### config.mk
export PLATFORM = sky130hd
export DESIGN_NAME = rank_access_arbiter
export DESIGN_NICKNAME = d
export VERILOG_FILES = /design/src/rtl/rank_access_arbiter.sv
export SDC_FILE = /design/constraint.sdc
export NUM_CORES = 1
export LEC_CHECK = 0
export CORE_ASPECT_RATIO = 1.25
export CORE_UTILIZATION = 40
export DETAILED_ROUTE_END_ITERATION = 16
export PLACE_DENSITY = 0.79
export SETUP_SLACK_MARGIN = 0.05
export SLEW_MARGIN = 20
export SYNTH_ARGS = -nofsm -noshare
export SYNTH_HDL_FRONTEND = slang
export SYNTH_SLANG_ARGS = --single-unit
### constraint.sdc
create_clock -name clk -period 1.9 [get_ports clk]
set_input_delay 0.57 -clock clk [delete_from_list [all_inputs] [get_ports clk]]
set_output_delay 0.57 -clock clk [all_outputs]
set_load 0.01 [all_outputs]
### src/rtl/rank_access_arbiter.sv
// ---------------------------------------------------------------------------
// rank_access_arbiter
//
// Purpose:
//   Arbitrates two request ports onto a single memory rank. Each access
//   holds mem_be high for exactly READ_LAT cycles. On the last of those
//   cycles a read captures mem_dataOut into rdata. A one-cycle ack pulse
//   then goes to the owning port. All outputs are registered.
//
// Configuration:
//   RANK_ARB_RR_FAIR_EN  defined   -> round-robin on simultaneous requests
//                        undefined -> fixed priority, port 0 wins
//
// Parameters:
//   BANKADDR_WIDTH  rank word address width (upper 2 bits = bank)
//   DATA_WIDTH      data width
//   READ_LAT        cycles mem_be is held per access (2..15)
//
// Ports:
//   clk, rst                 clock, synchronous active-high reset
//   req0/1, wr0/1            level request (held until ack), 1 = write
//   addr0/1, wdata0/1        request address and write data
//   ack0/1                   one-cycle completion pulse
//   rdata                    read data, valid while ack0 or ack1 is high
//   grant                    index of the port owning the transaction
//   busy                     high whenever the FSM is not IDLE
//   mem_bankAddr/dataIn/wr/be, mem_dataOut   rank interface
//
// Handshake: a port raises req with stable wr/addr/wdata and holds them
// until it sees its ack. Changes while the block is busy are not observed.
// A req still high in the IDLE cycle after ack starts a new transaction.
// ---------------------------------------------------------------------------
module rank_access_arbiter #(
  parameter int BANKADDR_WIDTH = 9,
  parameter int DATA_WIDTH     = 8,
  parameter int READ_LAT       = 3
) (
  input  logic                      clk,
  input  logic                      rst,
  input  logic                      req0,
  input  logic                      req1,
  input  logic                      wr0,
  input  logic                      wr1,
  input  logic [BANKADDR_WIDTH-1:0] addr0,
  input  logic [BANKADDR_WIDTH-1:0] addr1,
  input  logic [DATA_WIDTH-1:0]     wdata0,
  input  logic [DATA_WIDTH-1:0]     wdata1,
  output logic                      ack0,
  output logic                      ack1,
  output logic [DATA_WIDTH-1:0]     rdata,
  output logic                      grant,
  output logic                      busy,
  output logic [BANKADDR_WIDTH-1:0] mem_bankAddr,
  output logic [DATA_WIDTH-1:0]     mem_dataIn,
  output logic                      mem_wr,
  output logic                      mem_be,
  input  logic [DATA_WIDTH-1:0]     mem_dataOut
);

  localparam int CNT_W = 4;

  typedef enum logic [1:0] {
    IDLE   = 2'd0,
    ACCESS = 2'd1,
    DONE   = 2'd2
  } state_t;

  state_t                    state_q, state_d;
  logic [CNT_W-1:0]          cnt_q, cnt_d;
  logic                      grant_q, grant_d;
  logic                      busy_q, busy_d;
  logic                      ack0_q, ack0_d;
  logic                      ack1_q, ack1_d;
  logic [DATA_WIDTH-1:0]     rdata_q, rdata_d;
  logic [BANKADDR_WIDTH-1:0] mem_bank_addr_q, mem_bank_addr_d;
  logic [DATA_WIDTH-1:0]     mem_data_in_q, mem_data_in_d;
  logic                      mem_wr_q, mem_wr_d;
  logic                      mem_be_q, mem_be_d;
  logic                      sel;

`ifdef RANK_ARB_RR_FAIR_EN
  logic last_q, last_d;

  // On contention, serve the port that did not win last time. last_q
  // resets to 1, so the first contended grant goes to port 0.
  always_comb sel = (req0 && req1) ? ~last_q : req1;
`else
  // Fixed priority: port 0 wins whenever it requests.
  always_comb sel = ~req0;
`endif

  always_comb begin
    state_d         = state_q;
    cnt_d           = cnt_q;
    grant_d         = grant_q;
    ack0_d          = 1'b0;
    ack1_d          = 1'b0;
    rdata_d         = rdata_q;
    mem_bank_addr_d = mem_bank_addr_q;
    mem_data_in_d   = mem_data_in_q;
    mem_wr_d        = mem_wr_q;
    mem_be_d        = 1'b0;
`ifdef RANK_ARB_RR_FAIR_EN
    last_d          = last_q;
`endif
    case (state_q)
      IDLE: begin
        if (req0 || req1) begin
          grant_d         = sel;
          mem_wr_d        = sel ? wr1 : wr0;
          mem_bank_addr_d = sel ? addr1 : addr0;
          mem_data_in_d   = sel ? wdata1 : wdata0;
          mem_be_d        = 1'b1;
          cnt_d           = CNT_W'(READ_LAT - 1);
          state_d         = ACCESS;
`ifdef RANK_ARB_RR_FAIR_EN
          last_d          = sel;
`endif
        end
      end
      ACCESS: begin
        if (cnt_q == '0) begin
          // Last enable cycle: the rank's read data is valid now.
          state_d = DONE;
          ack0_d  = ~grant_q;
          ack1_d  = grant_q;
          if (!mem_wr_q) rdata_d = mem_dataOut;
        end else begin
          cnt_d    = cnt_q - CNT_W'(1);
          mem_be_d = 1'b1;
        end
      end
      DONE: begin
        state_d = IDLE;
      end
      default: begin
        state_d = IDLE;
      end
    endcase
    busy_d = (state_d != IDLE);
  end

  always_ff @(posedge clk) begin
    if (rst) begin
      state_q         <= IDLE;
      cnt_q           <= '0;
      grant_q         <= 1'b0;
      busy_q          <= 1'b0;
      ack0_q          <= 1'b0;
      ack1_q          <= 1'b0;
      rdata_q         <= '0;
      mem_bank_addr_q <= '0;
      mem_data_in_q   <= '0;
      mem_wr_q        <= 1'b0;
      mem_be_q        <= 1'b0;
    end else begin
      state_q         <= state_d;
      cnt_q           <= cnt_d;
      grant_q         <= grant_d;
      busy_q          <= busy_d;
      ack0_q          <= ack0_d;
      ack1_q          <= ack1_d;
      rdata_q         <= rdata_d;
      mem_bank_addr_q <= mem_bank_addr_d;
      mem_data_in_q   <= mem_data_in_d;
      mem_wr_q        <= mem_wr_d;
      mem_be_q        <= mem_be_d;
    end
  end

`ifdef RANK_ARB_RR_FAIR_EN
  always_ff @(posedge clk) begin
    if (rst) last_q <= 1'b1;
    else     last_q <= last_d;
  end
`endif

  assign ack0         = ack0_q;
  assign ack1         = ack1_q;
  assign rdata        = rdata_q;
  assign grant        = grant_q;
  assign busy         = busy_q;
  assign mem_bankAddr = mem_bank_addr_q;
  assign mem_dataIn   = mem_data_in_q;
  assign mem_wr       = mem_wr_q;
  assign mem_be       = mem_be_q;

endmodule
==> impl_metrics.ini <==
[setup_path]
crit_fanout = 4
end_kind = primary output
critPathRequiredTime_ns = 1.33
crit_chain = clkdlybuf4s50_1
crit_arrival_ns = 1.19
crit_type = reg2out
worstSetupStartpointType = register
max_stage_delay_ns = 0.54
crit_path_top_delay_cell = clkdlybuf4s50_1
path_buf_inv = 1
cp_top_family = buffers and inverters

[finish]
antenna_cells = 0
drive_above_1_share_pct = 10.0
multiInputGateArea_sq_um = 822
area_growth_syn_to_layout_pct = 59.4
nNetsFinal = 298
n_fill_cell = 317
regArea_sq_um = 742
fin_util_pct = 68.0

[route]
wl_um = 3790
drcViolationCount = 0
final_antenna_net_count = 0
wl_per_cell_um = 12.5
vias = 1478
first_pass_iters = 4
drtIter0Drc = 73
via_per_inst = 4.88

[pwr]
p_leak_nw = 1.02
switching_share_pct = 27.0
cellPowerDensity_nw_per_um2 = 806
ir_worst_vdd_uv = 542
p_int_mw = 1.54
total_power_mw = 2.11
combinationalPowerShare_pct = 31.0
seqPwrFrac_pct = 43.8
switching_power_mw = 0.570
pwr-share-clk_pct = 25.2

[clocking]
cts_setup_buffers = 0
cts_tree = done
clk_latency_ns = 0.28
cts-buffers-inserted = 5
clkSinkCount = 37
clk_pin_slew_worst_paths_ns = 0.07
cts-root-buf = clkbuf_8
cts.htree.levels = 2
cts_buffer_depth = 2

[sta]
max_freq_mhz = 569
final.min_clock_period_ns = 1.76
setup_viol = 0
hold_violations = 0
slew_viol_final = 0
whs_ns = 0.471
fin_crit_sh_pct = 92.4
slew_headroom_pct = 66.9
finalSetupTns_ns = 0
rsz0062_at_grt = false
fin_skew_ns = 0.00227
worstMarginPinSlew_ns = 0.494

[die]
die_height_um = 73.6
start_util_pct = 42.6
rows = 25
die_w_um = 59.3
ios = 79
die-area_sq_um = 4360
core_area_sq_um = 3850

[logic_synthesis]
synth-seq-cells = 37
synth_cells = 167
synthesis.area_sq_um = 1640
synth_cell_types = 28
synth_fp_nets = 216
yosysSeqAreaShare_pct = 45.2
synth_warnings = 0
avgSynthCellArea_sq_um = 9.82

[global_routing]
grt.total_usage_pct = 19.1
grt_pass1_wl_um = 6300
grt_max_degree = 44
overflow = 0
grt_pass1_vias = 1367
antenna_found_initial = 0

[outcome]
status = completed

[flow_run]
maxCapViolCount = 0

[min_path]
min_path_type = reg2reg

[place]
dp_hpwl_um = 2810
port_buffers = 78
place.gp.congestion = 0.773
path summary, 6_finish.rpt:
| path | endpoint | slack, ns | cells past startpoint | start |
|---|---|---|---|---|
| hold / removal | ack0$_SDFF_PP0_ | 0.47 | 1 | grant$_SDFFE_PP0P_ |
| setup reg to reg | rdata[5]$_SDFFE_PP0P_ | 0.22 | 6 | cnt_q[0]$_SDFFE_PP0P_ |
| hold reg to reg | ack0$_SDFF_PP0_ | 0.47 | 1 | grant$_SDFFE_PP0P_ |
| setup / recovery | grant | 0.14 | 1 | grant$_SDFFE_PP0P_ |
placed cells by master (no fill, tap or decap):
cell type        netlist  routed
a211oi_1              19      19
a21o_1                 1       1
a21oi_1               24      24
a221oi_1               2       2
and2_1                 2       2
buf_12                 0       1
buf_4                  0      11
clkbuf_1              10       1
clkbuf_8               0       6
clkdlybuf4s50_1        0      77
dfxtp_1               37      36
dfxtp_2                0       1
dlymetal6s2s_1         0       1
ha_1                   1       1
inv_1                  3       3
mux2i_1               27      27
nand2_1                2       2
nand2b_1              18      18
nor2_1                 1       1
nor2b_1                1       1
nor3_1                 2       2
nor3_4                 1       1
nor3b_1                1       1
nor4_1                 1       1
o21ai_0                2       2
o21ba_2                1       1
o21bai_1               1       1
or2_2                  1       1
or3_2                  1       1
or3b_4                 0       1
or4_1                  1       1
or4_2                  1       1
cells by family (layout without fill, tap and decap cells):
family          after synthesis  in the layout  share of synthesized area, %
mux                          27             27                          16.5
simple gates                 34             34                          13.5
flops                        37             37                          45.2
compound gates               50             50                          19.2
fa+ha+maj                     1              1                         0.763
buf+inv                      18            100                          4.88
cell type report:
cell class	count	area share (%)
clock buffers	7	3.30
inverters	3	0.431
multi-input cells	112	31.4
flip-flops and latches	37	28.4
well taps	54	2.58
repair buffers	90	33.9
registers in the layout (all words and copies together), names as in the netlist:
register and flops:
mem_bankAddr 9, mem_wr 1, ack1 1, rdata 8, state_q 2, cnt_q 4, busy 1, ack0 1
grant 1, mem_dataIn 8, mem_be 1
synth_stat cells (all sizes together):
library cell,count,area [sq um]
o21ai,2,10.0
a21oi,24,120
or3b,1,8.76
clkbuf,10,37.5
o21ba,1,10.0
a211oi,19,143
a221oi,2,17.5
and2,2,12.5
o21bai,1,7.51
inv,3,11.3
dfxtp,37,741
buf,5,31.3
nor3b,1,7.51
a21o,1,7.51
nand2b,18,113
nor4,1,6.26
or3,1,7.51
nor3,3,26.3
nor2,1,3.75
nor2b,1,6.26
or2,1,6.26
mux2i,27,270
or4,2,16.3
ha,1,12.5
nand2,2,7.51
metrics by stage:
step,cells,cell area (sq um),setup slack [ns]
after detailed placement,296,2520,-0.0665
after global placement,296,2520,-0.0242
final,303,2620,0.143
after floorplan,167,1640,0.207
after CTS,303,2610,0.0755
after global routing,303,2620,0.0736
routing by layer:
layer	GRT usage (%)	routed length, um
met4	7.94	63
met3	4.23	165
met1	24.9	1630
met5	0	0
met2	30.2	1930
power by group through the flow:
stage / registers, mW / clock network, mW / logic (mW)
after detailed placement: 0.937 / 0 / 0.655
after global placement: 0.936 / 0 / 0.650
after CTS: 0.922 / 0.548 / 0.658
final: 0.923 / 0.531 / 0.655
after floorplan: 0.969 / 0 / 0.292
after global routing: 0.935 / 0.580 / 0.717
timing repair:
item,4_1_cts,5_1_grt
gates resized for setup,0,3
endpoints found under the setup margin,0,8
hold buffers,0,0
No activity file was read; power rests on OpenSTA's default activity.
